--- config.mk ---
export PLATFORM = sky130hd
export DESIGN_NAME = operand_feeder
export DESIGN_NICKNAME = d
export VERILOG_FILES = /design/src/rtl/conv_pkg.sv /design/src/rtl/operand_fifo.sv /design/src/rtl/operand_feeder.sv
export SDC_FILE = /design/constraint.sdc
export NUM_CORES = 1
export LEC_CHECK = 0
export BUFFER_PORTS_ARGS = -buffer_cell sky130_fd_sc_hd__clkbuf_2
export CELL_PAD_IN_SITES_DETAIL_PLACEMENT = 1
export CELL_PAD_IN_SITES_GLOBAL_PLACEMENT = 1
export CORE_MARGIN = 2
export CORE_UTILIZATION = 40
export DETAILED_ROUTE_END_ITERATION = 7
export GPL_TIMING_DRIVEN = 0
export PLACE_DENSITY = 0.73
export SLEW_MARGIN = 20
export SYNTH_ARGS = -nofsm -noshare
export SYNTH_HDL_FRONTEND = slang
export SYNTH_SLANG_ARGS = --single-unit
--- constraint.sdc ---
create_clock -name clk -period 14 [get_ports clk]
set_clock_uncertainty 0.2 [all_clocks]
set_input_delay 0.7 -clock clk [delete_from_list [all_inputs] [get_ports clk]]
set_output_delay 0.7 -clock clk [all_outputs]
set_load 0.05 [all_outputs]
--- src/rtl/conv_pkg.sv ---
// Shared types and helpers for the convolution operand feeder.
package conv_pkg;

   typedef enum logic [1:0] {
      IDLE   = 2'd0,
      STREAM = 2'd1,
      DRAIN  = 2'd2
   } state_t;

   localparam int unsigned CNT_WIDTH = 32;

   // True when a signed coordinate lies inside [0, lim).
   function automatic logic in_bounds(input logic signed [32:0] v,
                                      input logic signed [32:0] lim);
      return (v >= 33'sd0) && (v < lim);
   endfunction

endpackage

--- src/rtl/operand_fifo.sv ---
// Two-entry FIFO holding captured {activation, weight} pairs.
module operand_fifo #(
   parameter int unsigned WIDTH = 16
) (
   input  logic             clk,
   input  logic             rst_in,
   input  logic             push,
   input  logic [WIDTH-1:0] wdata,
   input  logic             pop,
   output logic [WIDTH-1:0] rdata,
   output logic             full,
   output logic             empty
);

   logic [WIDTH-1:0] mem [2];
   logic             wr_ptr;
   logic             rd_ptr;
   logic [1:0]       count;
   logic             do_push;
   logic             do_pop;

   assign full    = (count == 2'd2);
   assign empty   = (count == 2'd0);
   assign do_pop  = pop && !empty;
   // A push into a full FIFO is accepted only when the head leaves in the same cycle.
   assign do_push = push && (!full || do_pop);
   assign rdata   = mem[rd_ptr];

   // Storage, pointers and occupancy; simultaneous push and pop keep the count.
   always_ff @(posedge clk) begin
      if (rst_in) begin
         for (int unsigned i = 0; i < 2; i++) begin
            mem[i] <= '0;
         end
         wr_ptr <= 1'b0;
         rd_ptr <= 1'b0;
         count  <= '0;
      end else begin
         if (do_push) begin
            mem[wr_ptr] <= wdata;
            wr_ptr      <= !wr_ptr;
         end
         if (do_pop) begin
            rd_ptr <= !rd_ptr;
         end
         count <= count + {1'b0, do_push} - {1'b0, do_pop};
      end
   end

endmodule

--- src/rtl/operand_feeder.sv ---
// Walks the convolution loop nest, reads feature-map and kernel operands,
// and streams them as joint (activation, weight) pairs.
module operand_feeder
   import conv_pkg::*;
#(
   parameter int unsigned FEATURE_MAP_WIDTH  = 1024,
   parameter int unsigned FEATURE_MAP_HEIGHT = 1024,
   parameter int unsigned INPUT_NB_CHANNELS  = 64,
   parameter int unsigned OUTPUT_NB_CHANNELS = 64,
   parameter int unsigned KERNEL_SIZE        = 3,
   parameter int unsigned IO_DATA_WIDTH      = 8,
   parameter int unsigned ADDR_WIDTH         = 32
) (
   input  logic                     clk,
   input  logic                     rst_in,
   input  logic                     start,
   output logic                     running,
   output logic                     done,
   output logic                     fm_re,
   output logic [ADDR_WIDTH-1:0]    fm_addr,
   input  logic [IO_DATA_WIDTH-1:0] fm_rdata,
   output logic                     k_re,
   output logic [ADDR_WIDTH-1:0]    k_addr,
   input  logic [IO_DATA_WIDTH-1:0] k_rdata,
   output logic                     a_valid,
   output logic [IO_DATA_WIDTH-1:0] a_data,
   input  logic                     a_ready,
   output logic                     b_valid,
   output logic [IO_DATA_WIDTH-1:0] b_data,
   input  logic                     b_ready
);

   localparam int unsigned DW2 = 2 * IO_DATA_WIDTH;
   localparam int unsigned PAD = (KERNEL_SIZE - 1) / 2;

   localparam logic [CNT_WIDTH-1:0] W_C    = CNT_WIDTH'(FEATURE_MAP_WIDTH);
   localparam logic [CNT_WIDTH-1:0] H_C    = CNT_WIDTH'(FEATURE_MAP_HEIGHT);
   localparam logic [CNT_WIDTH-1:0] CIN_C  = CNT_WIDTH'(INPUT_NB_CHANNELS);
   localparam logic [CNT_WIDTH-1:0] COUT_C = CNT_WIDTH'(OUTPUT_NB_CHANNELS);
   localparam logic [CNT_WIDTH-1:0] K_C    = CNT_WIDTH'(KERNEL_SIZE);

   localparam logic signed [32:0] W_S   = signed'(33'(FEATURE_MAP_WIDTH));
   localparam logic signed [32:0] H_S   = signed'(33'(FEATURE_MAP_HEIGHT));
   localparam logic signed [32:0] CIN_S = signed'(33'(INPUT_NB_CHANNELS));
   localparam logic signed [32:0] PAD_S = signed'(33'(PAD));

   state_t state_q, state_d;
   logic   done_c;

   logic [CNT_WIDTH-1:0] x_q, y_q, ci_q, co_q, kv_q, kh_q;
   logic x_last, y_last, ci_last, co_last, kv_last, kh_last;
   logic c_kv, c_co, c_ci, c_y, c_x, last_pair;

   logic inflight_q;
   logic pad_q;
   logic issue;
   logic pop;
   logic [1:0] occ;
   logic [2:0] load;

   logic signed [32:0]   iy, ix, fm_lin;
   logic [CNT_WIDTH-1:0] k_lin;
   logic                 in_range;

   logic                     fifo_full, fifo_empty;
   logic [DW2-1:0]           fifo_wdata, fifo_rdata;
   logic [IO_DATA_WIDTH-1:0] a_fill;

   // Loop-nest wrap detection; carries ripple from k_h (innermost) out to x.
   assign kh_last   = (kh_q == K_C - 1);
   assign kv_last   = (kv_q == K_C - 1);
   assign co_last   = (co_q == COUT_C - 1);
   assign ci_last   = (ci_q == CIN_C - 1);
   assign y_last    = (y_q  == H_C - 1);
   assign x_last    = (x_q  == W_C - 1);
   assign c_kv      = kh_last;
   assign c_co      = c_kv & kv_last;
   assign c_ci      = c_co & co_last;
   assign c_y       = c_ci & ci_last;
   assign c_x       = c_y & y_last;
   assign last_pair = c_x & x_last;

   // Address generation with signed bounds check for the zero-padded border.
   assign iy       = signed'(33'(y_q)) + signed'(33'(kv_q)) - PAD_S;
   assign ix       = signed'(33'(x_q)) + signed'(33'(kh_q)) - PAD_S;
   assign in_range = in_bounds(iy, H_S) && in_bounds(ix, W_S);
   assign fm_lin   = (iy * W_S + ix) * CIN_S + signed'(33'(ci_q));
   assign k_lin    = ((co_q * CIN_C + ci_q) * K_C + kv_q) * K_C + kh_q;

   // Credit check counts the FIFO after this cycle's pop, so a steady stream
   // with ready high sustains one issue per cycle without ever exceeding two
   // outstanding operands. The first read issues in the start cycle itself.
   assign pop   = !rst_in && !fifo_empty && a_ready && b_ready;
   assign occ   = fifo_full ? 2'd2 : (fifo_empty ? 2'd0 : 2'd1);
   assign load  = 3'(occ) + 3'(inflight_q) - 3'(pop);
   assign issue = !rst_in && (load < 3'd2) &&
                  ((state_q == STREAM) || ((state_q == IDLE) && start));

   assign fm_re   = issue && in_range;
   assign fm_addr = fm_re ? ADDR_WIDTH'(fm_lin) : '0;
   assign k_re    = issue;
   assign k_addr  = issue ? ADDR_WIDTH'(k_lin) : '0;

   assign a_fill     = pad_q ? '0 : fm_rdata;
   assign fifo_wdata = {a_fill, k_rdata};

   operand_fifo #(
      .WIDTH (DW2)
   ) u_fifo (
      .clk    (clk),
      .rst_in (rst_in),
      .push   (inflight_q),
      .wdata  (fifo_wdata),
      .pop    (pop),
      .rdata  (fifo_rdata),
      .full   (fifo_full),
      .empty  (fifo_empty)
   );

   assign a_valid = !rst_in && !fifo_empty;
   assign b_valid = a_valid;
   assign a_data  = a_valid ? fifo_rdata[DW2-1:IO_DATA_WIDTH] : '0;
   assign b_data  = a_valid ? fifo_rdata[IO_DATA_WIDTH-1:0]   : '0;
   assign running = !rst_in && (state_q != IDLE);
   assign done    = !rst_in && done_c;

   // FSM state register.
   always_ff @(posedge clk) begin
      if (rst_in) begin
         state_q <= IDLE;
      end else begin
         state_q <= state_d;
      end
   end

   // Next-state and done pulse.
   always_comb begin
      state_d = state_q;
      done_c  = 1'b0;
      unique case (state_q)
         IDLE: begin
            if (start) begin
               state_d = (issue && last_pair) ? DRAIN : STREAM;
            end
         end
         STREAM: begin
            if (issue && last_pair) begin
               state_d = DRAIN;
            end
         end
         DRAIN: begin
            if (fifo_empty && !inflight_q) begin
               state_d = IDLE;
               done_c  = 1'b1;
            end
         end
         default: state_d = IDLE;
      endcase
   end

   // Read-return tracking: one-cycle memory latency plus padding marker.
   always_ff @(posedge clk) begin
      if (rst_in) begin
         inflight_q <= 1'b0;
         pad_q      <= 1'b0;
      end else begin
         inflight_q <= issue;
         pad_q      <= issue && !in_range;
      end
   end

   // Loop counters step only on issue and wrap to zero after their last value.
   always_ff @(posedge clk) begin
      if (rst_in) begin
         x_q  <= '0;
         y_q  <= '0;
         ci_q <= '0;
         co_q <= '0;
         kv_q <= '0;
         kh_q <= '0;
      end else if (issue) begin
         kh_q <= kh_last ? '0 : kh_q + 1'b1;
         if (c_kv) kv_q <= kv_last ? '0 : kv_q + 1'b1;
         if (c_co) co_q <= co_last ? '0 : co_q + 1'b1;
         if (c_ci) ci_q <= ci_last ? '0 : ci_q + 1'b1;
         if (c_y)  y_q  <= y_last  ? '0 : y_q  + 1'b1;
         if (c_x)  x_q  <= x_last  ? '0 : x_q  + 1'b1;
      end
   end

endmodule

==> results of run 1 <==
-- state kept, by name, summed over array words and instances, names as in the netlist, named ones only --
| register | count |
|---|---|
| ci_q | 32 |
| co_q | 32 |
| kh_q | 32 |
| kv_q | 32 |
| u_fifo.mem | 32 |
| x_q | 32 |
| y_q | 32 |
| state_q | 2 |
| u_fifo.count | 2 |
| inflight_q | 1 |
| pad_q | 1 |
| u_fifo.rd_ptr | 1 |
| u_fifo.wr_ptr | 1 |
-- report_power, final --
part / total, uW / switching [uW] / internal (uW) / leakage [uW]
registers: 715 / 13.7 / 702 / 0.00196
clock network: 730 / 325 / 405 / 0.000441
logic: 730 / 459 / 271 / 0.00939
-- synth_stat cells (31+ instances only) --
cell type | instances | area share
nor2_1 | 389 | 0.064
inv_1 | 376 | 0.062
ha_1 | 274 | 0.15
xnor2_1 | 236 | 0.090
dfxtp_1 | 201 | 0.18
a21oi_1 | 170 | 0.037
nand2_1 | 141 | 0.023
xor2_1 | 100 | 0.038
o21ai_0 | 96 | 0.021
a21o_1 | 84 | 0.028
nand3_1 | 84 | 0.018
fa_1 | 63 | 0.055
nor4_1 | 54 | 0.015
clkbuf_1 | 51 | 0.0084
and3_1 | 50 | 0.014
nor3_1 | 49 | 0.011
nand4_1 | 47 | 0.013
nand2b_1 | 37 | 0.010
or3_1 | 34 | 0.0093
edfxtp_1 | 32 | 0.042
and2_1 | 31 | 0.0085
-- critical path, delay by kind of cell (launching register included) --
kind	cells	cell delay, ns
fa+ha+maj	5	1.80
compound gates	17	3.65
buf+inv	4	0.56
xor+xnor	6	1.80
flops	1	0.57
simple gates	4	0.65
-- layout make-up --
class | count | area share
Tap cell | 756 | 0.0374
Multi-Input combinational cell | 2224 | 0.642
Buffer | 61 | 0.00991
Timing Repair Buffer | 107 | 0.0216
Sequential cell | 233 | 0.197
Clock inverter | 16 | 0.00406
Inverter | 376 | 0.0559
Clock buffer | 39 | 0.0318
Antenna cell | 1 | 0.0000991
-- worst max path at each step --
stage | start | to | slack [ns] | cells past startpoint
after global placement | ci_q[9] | k_addr[31] | 4.31 | 36
after detailed placement | ci_q[10] | k_addr[31] | 4.12 | 36
after global routing | ci_q[7] | k_addr[31] | 2.65 | 36
after CTS | ci_q[10] | k_addr[31] | 3.43 | 36
after floorplan | ci_q[7] | k_addr[31] | 5.92 | 35
final | ci_q[7] | k_addr[31] | 3.48 | 36
-- logic make-up (layout without fill, tap and decap cells) --
logic type,Yosys count,in the layout,share of synthesized area
and+or+nand+nor,1011,1011,0.221
AOI/OAI and AO/OA,516,516,0.143
buffers and inverters,437,599,0.0727
adders and majority gates,337,337,0.205
xor gates and xnor gates,337,337,0.130
DFF,233,233,0.218
muxes,23,23,0.0101
other,0,1,0
-- per-stage QoR --
| stage | worst slack (ns) | utilization | cells | power (uW) |
|---|---|---|---|---|
| after floorplan | 5.92 | - | 2894 | 1250 |
| after global placement | 4.31 | 0.431 | 3755 | 1420 |
| after CTS | 3.43 | 0.448 | 3812 | 2190 |
| after detailed placement | 4.12 | 0.432 | 3757 | 1450 |
| after global routing | 2.65 | 0.448 | 3812 | 2280 |
| final | 3.48 | 0.448 | 3813 | 2180 |
-- metal layers --
layer,wire length [microns],track usage,vias up
met4,4650,0.134,0
li1,-,-,10200
met2,36900,0.453,384
met5,0,0,-
met3,3110,0.0331,145
met1,32200,0.306,10200
-- placed cells by master, fill, tap and decap left out, types with 15 or more instances in the layout --
cell type  netlist  final
nor3_1          49     49
edfxtp_1        32     32
xor2_1         100    100
o21ai_0         96     96
a31oi_1         18     18
a21oi_1        170    170
ha_1           274    274
nand2b_1        37     37
mux2i_1         22     22
o21bai_1        26     25
nor2_1         389    389
clkbuf_1        51     58
nor4_1          54     53
dfxtp_1        201    201
or3_1           34     34
nor2b_1         25     25
a21o_1          84     84
inv_1          376    376
clkbuf_16        0     30
a211oi_1        18     18
nand4_1         47     47
nand3_1         84     84
xnor2_1        236    236
fa_1            63     63
and2_1          31     31
and3_1          50     50
o21a_1          15     15
nand2_1        141    141
clkbuf_2         0    105
==> impl_metrics.py, run 1 <==
metrics = {
    "floorplanning": {
        "io_pins": 107,
        "fp-row-count": 87,
        "die_area_sq_um": 59100,
        "coreArea_sq_um": 56400,
        "die_h_microns": 243,
        "chipWidth_microns": 243,
        "start_util": 0.405,
    },
    "route": {
        "drc_errors": 0,
        "vias": 20900,
        "drt-vias-per-instance": 5.49,
        "wl_per_cell_microns": 20.2,
        "dr.pass1.iters": 5,
        "ant_nets": 0,
        "drt-total-wl_microns": 76900,
        "drt_iter0_markers": 1069,
    },
    "global_routing": {
        "grt_pass1_vias": 22100,
        "antenna_found_initial": 0,
        "overflow": 0,
        "grt_usage": 0.258,
        "grt_max_degree": 17,
        "grt_first_pass_wirelength_microns": 121000,
    },
    "finish": {
        "stdcell_area_sq_um": 25300,
        "fin_nets": 3391,
        "multi_input_area_sq_um": 16200,
        "drive_gt1_frac": 0.0638,
        "seq_area_sq_um": 4980,
        "fillerInstances": 7086,
        "syn2layout_area_growth_pct": 10.6,
    },
    "sta": {
        "worst_slew_pin_slew_ns": 1.13,
        "final-hold-violation-count": 0,
        "worst_hold_slack_ns": 0.205,
        "rsz0062_at_grt": "no",
        "relSlewSlack": 0.235,
        "slew_viol_final": 0,
        "period_needed_ns": 10.52,
        "max_freq_ghz": 0.0950,
        "min_period_over_period": 0.752,
        "setup_viol": 0,
        "setup_tns_ns": 0,
    },
    "cts": {
        "hold_buffers": 0,
        "cts.sinks": 233,
        "cts_buffer_depth": 3,
        "cts_resized": 0,
        "numCtsBuffers": 30,
        "cts-root-buf": "clkbuf_16",
        "clk_pin_slew_ns": 0.06,
        "post_cts_buffers": 0,
        "clock_latency_ns": 0.60,
        "cts_tree": "yes",
        "cts_max_level": 1,
    },
    "min_path": {
        "hp-start": "k_rdata[4]",
        "min_to": "u_fifo.mem[0][4]",
        "hp-class": "in -> reg",
        "hold_depth": 2,
    },
    "synth": {
        "synth-seq-cells": 233,
        "syn-mean-instance-area_sq_um": 7.90,
        "yosys_warnings": 0,
        "syn-cell-area_sq_um": 22900,
        "synth-main-ff-cell": "dfxtp_1",
        "synth_edf_count": 32,
        "seq_area_frac_synth": 0.218,
        "synthArstFlopShare": 0,
        "ys_types": 87,
        "synth_cells": 2894,
        "synth_fp_nets": 3252,
    },
    "critical_path": {
        "required_ns": 13.10,
        "r2r_slack_ns": 6.27,
        "max_stage_delay_ns": 0.57,
        "worst_path_most_repeated_cell": "o21ai_0",
        "slowest_stage": "dfxtp_1",
        "critical_path_arrival_ns": 9.62,
        "regToRegEndpoint": "pad_q",
        "critPathLaunchType": "flop",
        "critPathMaxFanout": 7,
        "r2r-start": "kv_q[2]",
        "criticalPathCategory": "reg -> out",
        "r2r_cells": 26,
        "endpoint_kind": "output port",
    },
    "placement": {
        "place_congestion": 0.903,
        "placed_cell_area_sq_um": 24400,
        "io_buffer_count": 105,
        "hpwl_microns": 64900,
    },
    "pwr": {
        "ir_drop_v": 0.0000789,
        "p_leak_uw": 0.0118,
        "p_per_area_nw_per_um2": 86.2,
    },
    "job": {
        "cap_violations": 0,
    },
    "outcome": {
        "status": "completed",
    },
}
No activity file was read; power rests on OpenSTA's default activity.
==> run 2: changes to the inputs <==
--- a/config.mk
+++ b/config.mk
@@ -12,7 +12,7 @@
 export CORE_UTILIZATION = 40
 export DETAILED_ROUTE_END_ITERATION = 7
 export GPL_TIMING_DRIVEN = 0
-export PLACE_DENSITY = 0.73
+export PLACE_DENSITY = 0.76
 export SLEW_MARGIN = 20
 export SYNTH_ARGS = -nofsm -noshare
 export SYNTH_HDL_FRONTEND = slang
==> constraint.sdc (replaced) <==
create_clock -name clk -period 8.5 [get_ports clk]
set_clock_uncertainty 0.2 [all_clocks]
set_input_delay 0.425 -clock clk [delete_from_list [all_inputs] [get_ports clk]]
set_output_delay 0.425 -clock clk [all_outputs]
set_load 0.05 [all_outputs]
==> impl_metrics.py, run 2 (synthesis results as in run 1) <==
metrics = {
    "finish": {
        "stdcell_area_sq_um": 26900,
        "drive_gt1_frac": 0.126,
        "final_common_cell": "nor2_1",
        "fin_nets": 3454,
        "antenna_cells": 0,
        "mostFrequentLayoutCells": "nor2_1, inv_1, ha_1",
        "syn2layout_area_growth_pct": 17.9,
        "fillerInstances": 6848,
    },
    "route": {
        "drc_errors": 0,
        "drt_iter0_markers": 1062,
        "wl_per_cell_microns": 20.7,
        "dr.pass1.iters": 5,
        "drt-total-wl_microns": 80200,
        "drt-vias-per-instance": 5.49,
        "vias": 21300,
        "ant_nets": 0,
    },
    "pwr": {
        "p_seq_frac": 0.320,
        "p_leak_uw": 0.0123,
        "ir_drop_v": 0.000122,
        "internal_power_uw": 2370,
        "switching_share": 0.356,
        "power_frac_comb": 0.335,
        "switchingPower_uw": 1310,
        "p_per_area_nw_per_um2": 137,
        "pwr-share-clk": 0.345,
    },
    "sta": {
        "period_needed_ns": 8.55,
        "max_freq_ghz": 0.117,
        "rsz0062_at_grt": "yes",
        "final-hold-violation-count": 0,
        "slew_viol_final": 0,
        "worst_slew_pin_slew_ns": 1.06,
        "setup_slack_ns": -0.0540,
        "relSlewSlack": 0.285,
        "setup_viol": 1,
        "min_period_over_period": 1.01,
    },
    "job": {
        "cap_violations": 0,
    },
    "cts": {
        "cts_max_level": 1,
        "cts_buffer_depth": 3,
        "clock_latency_ns": 0.57,
        "clk_pin_slew_ns": 0.07,
        "numCtsBuffers": 28,
        "cts_tree": "yes",
        "cts-root-buf": "clkbuf_16",
        "cts.sinks": 233,
    },
    "critical_path": {
        "critical_path_arrival_ns": 7.93,
        "r2r_cells": 26,
        "cp.depth": 34,
        "endpoint_kind": "output port",
        "regToRegEndpoint": "pad_q",
        "r2r_slack_ns": 1.97,
        "critPathMaxFanout": 6,
        "slowest_stage": "fa_1",
        "cp.buffers_inverters": 5,
        "r2r-start": "kv_q[2]",
        "criticalPathCategory": "reg -> out",
        "critPathTopFamily": "compound AO/OA/AOI/OAI gates",
        "critPathLaunchType": "flop",
        "required_ns": 7.88,
        "crit_path_start": "ci_q[9]",
        "max_stage_delay_ns": 0.50,
    },
    "placement": {
        "hpwl_microns": 64800,
        "placed_cell_area_sq_um": 24400,
        "io_buffer_count": 105,
        "place_ws_ns": -1.37,
        "place_congestion": 0.906,
    },
    "floorplanning": {
        "start_util": 0.405,
        "die_area_sq_um": 59100,
        "die_h_microns": 243,
        "coreArea_sq_um": 56400,
        "io_pins": 107,
        "chipWidth_microns": 243,
        "fp-row-count": 87,
    },
    "global_routing": {
        "overflow": 0,
        "grt_max_degree": 17,
        "antenna_found_initial": 1,
        "met3_usage": 0.0378,
        "grt_busiest_layer": "met2",
        "grt_usage": 0.265,
        "grt_pass1_vias": 22700,
        "met2_usage": 0.466,
        "grt.met1_usage": 0.310,
        "grt_first_pass_wirelength_microns": 124000,
    },
    "min_path": {
        "hp-start": "fm_rdata[4]",
        "hold_depth": 3,
        "min_to": "u_fifo.mem[0][12]",
        "hp-class": "in -> reg",
    },
    "outcome": {
        "violations": "negative setup slack",
        "status": "finished, violations left",
    },
}
run 2: cell count changes in the layout (fill, tap and decap cells not counted), moves of 18 or more:
| cell | previous run | this run |
|---|---|---|
| a21oi_2 | 0 | 24 |
| buf_4 | 2 | 54 |
| ha_1 | 274 | 248 |
| ha_4 | 0 | 18 |
| xnor2_1 | 236 | 218 |
| a21oi_1 | 170 | 144 |
run 2: how the worst max path moves through the flow:
stage                      end
finish              k_addr[31]
global route        k_addr[31]
CTS                 k_addr[31]
detailed placement  k_addr[31]
global placement    k_addr[31]
floorplan           k_addr[31]
run 2: worst reg2reg max path: stages (launching register included):
cell       delay (ns)
dfxtp_1          0.37
clkbuf_4         0.21
inv_1            0.10
ha_1             0.29
inv_1            0.07
ha_1             0.30
a21o_1           0.16
a21o_1           0.20
a21oi_2          0.16
o21a_1           0.22
nor3_1           0.09
o32a_1           0.36
a221o_1          0.39
a41o_1           0.28
a2111oi_4        0.38
a21oi_1          0.09
xnor2_1          0.14
and4b_1          0.25
ha_4             0.18
o211ai_1         0.10
a211oi_2         0.22
o21ai_0          0.11
nor4_1           0.20
or4bb_1          0.51
nand4bb_4        0.22
nor4_4           0.37
a21oi_1          0.20
run 2: metal layers:
layer | routed length [microns] | part of all wire
met5 | 0 | 0
met3 | 3530 | 0.044
met2 | 39100 | 0.49
met4 | 4840 | 0.060
met1 | 32800 | 0.41
run 2: stage by stage:
stage	instances	setup TNS, ns	utilization	power [uW]	hold WS (ns)
2_1_floorplan	2894	0	-	2060	0.258
3_3_place_gp	3755	-13.58	0.431	2340	0.268
3_5_place_dp	3757	-20.33	0.432	2390	0.283
4_1_cts	3836	-0.105	0.465	3680	0.00933
5_1_grt	3873	-0.796	0.478	3860	0.0485
6_report	3873	-0.0540	0.478	3680	0.0290
run 2: area by class of cell:
class / count / area (sq um) / area share
Sequential cell: 233 / 5020 / 0.186
Clock inverter: 10 / 133 / 0.00492
Buffer: 59 / 260 / 0.00966
Timing Repair Buffer: 174 / 1140 / 0.0423
Tap cell: 756 / 946 / 0.0351
Multi-Input combinational cell: 2224 / 17200 / 0.639
Clock buffer: 41 / 818 / 0.0304
Inverter: 376 / 1410 / 0.0524
run 2: repair_timing:
| action | in CTS | in global routing |
|---|---|---|
| gates resized for setup | 142 | 84 |
| hold buffers | 15 | 0 |
| endpoints found under the hold margin | 24 | 0 |
| endpoints found under the setup margin | 42 | 40 |
| pin swaps | 37 | 72 |
| buffers inserted | 13 | 39 |
run 2: power by group through the flow:
stage	Clock [uW]	Sequential, uW	Combinational [uW]
2_1_floorplan	0	1190	864
3_3_place_gp	0	1200	1140
3_5_place_dp	0	1200	1190
4_1_cts	1290	1180	1210
5_1_grt	1330	1180	1350
6_report	1270	1180	1230
==> run 3: changes to the inputs <==
--- a/config.mk
+++ b/config.mk
@@ -13,6 +13,7 @@
 export DETAILED_ROUTE_END_ITERATION = 7
 export GPL_TIMING_DRIVEN = 0
 export PLACE_DENSITY = 0.76
+export RECOVER_POWER = 25
 export SLEW_MARGIN = 20
 export SYNTH_ARGS = -nofsm -noshare
 export SYNTH_HDL_FRONTEND = slang
==> impl_metrics.py, run 3 (synthesis results as in run 1) <==
metrics = {
    "route": {
        "ant_nets": 0,
        "drt-vias-per-instance": 5.49,
        "drc_errors": 0,
        "wl_per_cell_microns": 20.7,
        "drt_iter0_markers": 1099,
        "dr.pass1.iters": 5,
        "drt-total-wl_microns": 80300,
        "vias": 21300,
    },
    "sta": {
        "relSlewSlack": 0.285,
        "worst_hold_slack_ns": 0.0255,
        "max_freq_ghz": 0.117,
        "final-hold-violation-count": 0,
        "period_needed_ns": 8.56,
        "slew_viol_final": 0,
        "worst_slew_pin_slew_ns": 1.06,
        "setup_slack_ns": -0.0624,
        "rsz0062_at_grt": "yes",
        "min_period_over_period": 1.01,
        "setup_viol": 1,
    },
    "cts": {
        "clk_pin_slew_ns": 0.06,
        "cts_max_level": 1,
        "cts-root-buf": "clkbuf_16",
        "cts.sinks": 233,
        "numCtsBuffers": 28,
        "clock_latency_ns": 0.57,
        "cts_buffer_depth": 3,
        "cts_tree": "yes",
    },
    "finish": {
        "stdcell_area_sq_um": 26900,
        "final_common_cell": "nor2_1",
        "fin_nets": 3454,
        "mostFrequentLayoutCells": "nor2_1, inv_1, ha_1",
        "antenna_cells": 0,
        "fillerInstances": 6853,
        "syn2layout_area_growth_pct": 17.7,
        "utilization": 0.477,
        "drive_gt1_frac": 0.119,
    },
    "outcome": {
        "status": "finished, violations left",
        "violations": "negative setup slack",
    },
    "job": {
        "cap_violations": 0,
    },
    "floorplanning": {
        "coreArea_sq_um": 56400,
        "start_util": 0.405,
        "chipWidth_microns": 243,
        "fp-row-count": 87,
        "die_h_microns": 243,
        "die_area_sq_um": 59100,
        "io_pins": 107,
    },
    "global_routing": {
        "antenna_found_initial": 1,
        "grt_max_degree": 17,
        "grt_first_pass_wirelength_microns": 124000,
        "grt_usage": 0.265,
        "overflow": 0,
        "grt_pass1_vias": 22700,
    },
    "placement": {
        "placed_cell_area_sq_um": 24400,
        "hpwl_microns": 64800,
        "place_ws_ns": -1.37,
        "io_buffer_count": 105,
        "place_congestion": 0.906,
    },
    "critical_path": {
        "endpoint_kind": "output port",
        "r2r_slack_ns": 1.95,
        "r2r-start": "kv_q[2]",
        "max_stage_delay_ns": 0.50,
        "critPathMaxFanout": 6,
        "critical_path_arrival_ns": 7.94,
        "slowest_stage": "fa_1",
        "critPathLaunchType": "flop",
        "criticalPathCategory": "reg -> out",
        "required_ns": 7.88,
        "crit_path_start": "ci_q[9]",
    },
    "pwr": {
        "ir_drop_v": 0.000122,
        "p_per_area_nw_per_um2": 137,
        "p_leak_uw": 0.0122,
        "p_total_uw": 3670,
    },
    "min_path": {
        "hp-class": "in -> reg",
        "hp-start": "fm_rdata[4]",
    },
}
==> run 3: final timing paths <==
check	cells after the start	end
max reg2reg	26	pad_q
min	3	u_fifo.mem[0][12]
max	34	k_addr[31]
min reg2reg	2	co_q[31]
==> run 3: repair_timing <==
action | 4_1_cts | 5_1_grt
hold buffers | 15 | 0
pin swaps | 37 | 72
resized for setup | 142 | 84
buffers inserted | 13 | 39
cloned | 0 | 0
endpoints found under the hold margin | 24 | 0
setup endpoints to repair | 42 | 40
==> run 3: final cells by class <==
cell class / count / area (sq um) / area share
Buffer: 59 / 260 / 0.00968
Clock buffer: 41 / 818 / 0.0304
Clock inverter: 10 / 133 / 0.00493
Inverter: 376 / 1410 / 0.0525
Multi-Input combinational cell: 2224 / 17200 / 0.640
Sequential cell: 233 / 5020 / 0.187
Tap cell: 756 / 946 / 0.0352
Timing Repair Buffer: 174 / 1100 / 0.0410
==> run 3: power by group <==
part | total (uW) | internal, uW | switching [uW]
clock network | 1270 | 755 | 514
registers | 1180 | 1150 | 23.6
logic | 1220 | 451 | 773
==> run 3: worst max-delay path: cells and delay by family (launching register included) <==
kind	cells	cell delay [ns]
AO/OA/AOI/OAI	14	2.88
XOR/XNOR	5	1.13
adder cells (fa/ha/maj)	5	1.80
buffers and inverters	5	0.39
flip-flops	1	0.39
AND/OR/NAND/NOR	5	0.76
==> run 3: layer usage <==
metal / global-route usage / share of wire / vias up
li1: - / - / 10300
met1: 0.310 / 0.41 / 10400
met2: 0.466 / 0.49 / 424
met3: 0.0378 / 0.042 / 169
met4: 0.143 / 0.060 / 0
met5: 0 / 0 / -
==> run 3: metrics by stage <==
step / instances / setup TNS (ns)
global route: 3873 / -0.796
detailed placement: 3757 / -20.33
global placement: 3755 / -13.58
CTS: 3836 / -0.105
finish: 3873 / -0.0624
floorplan: 2894 / 0
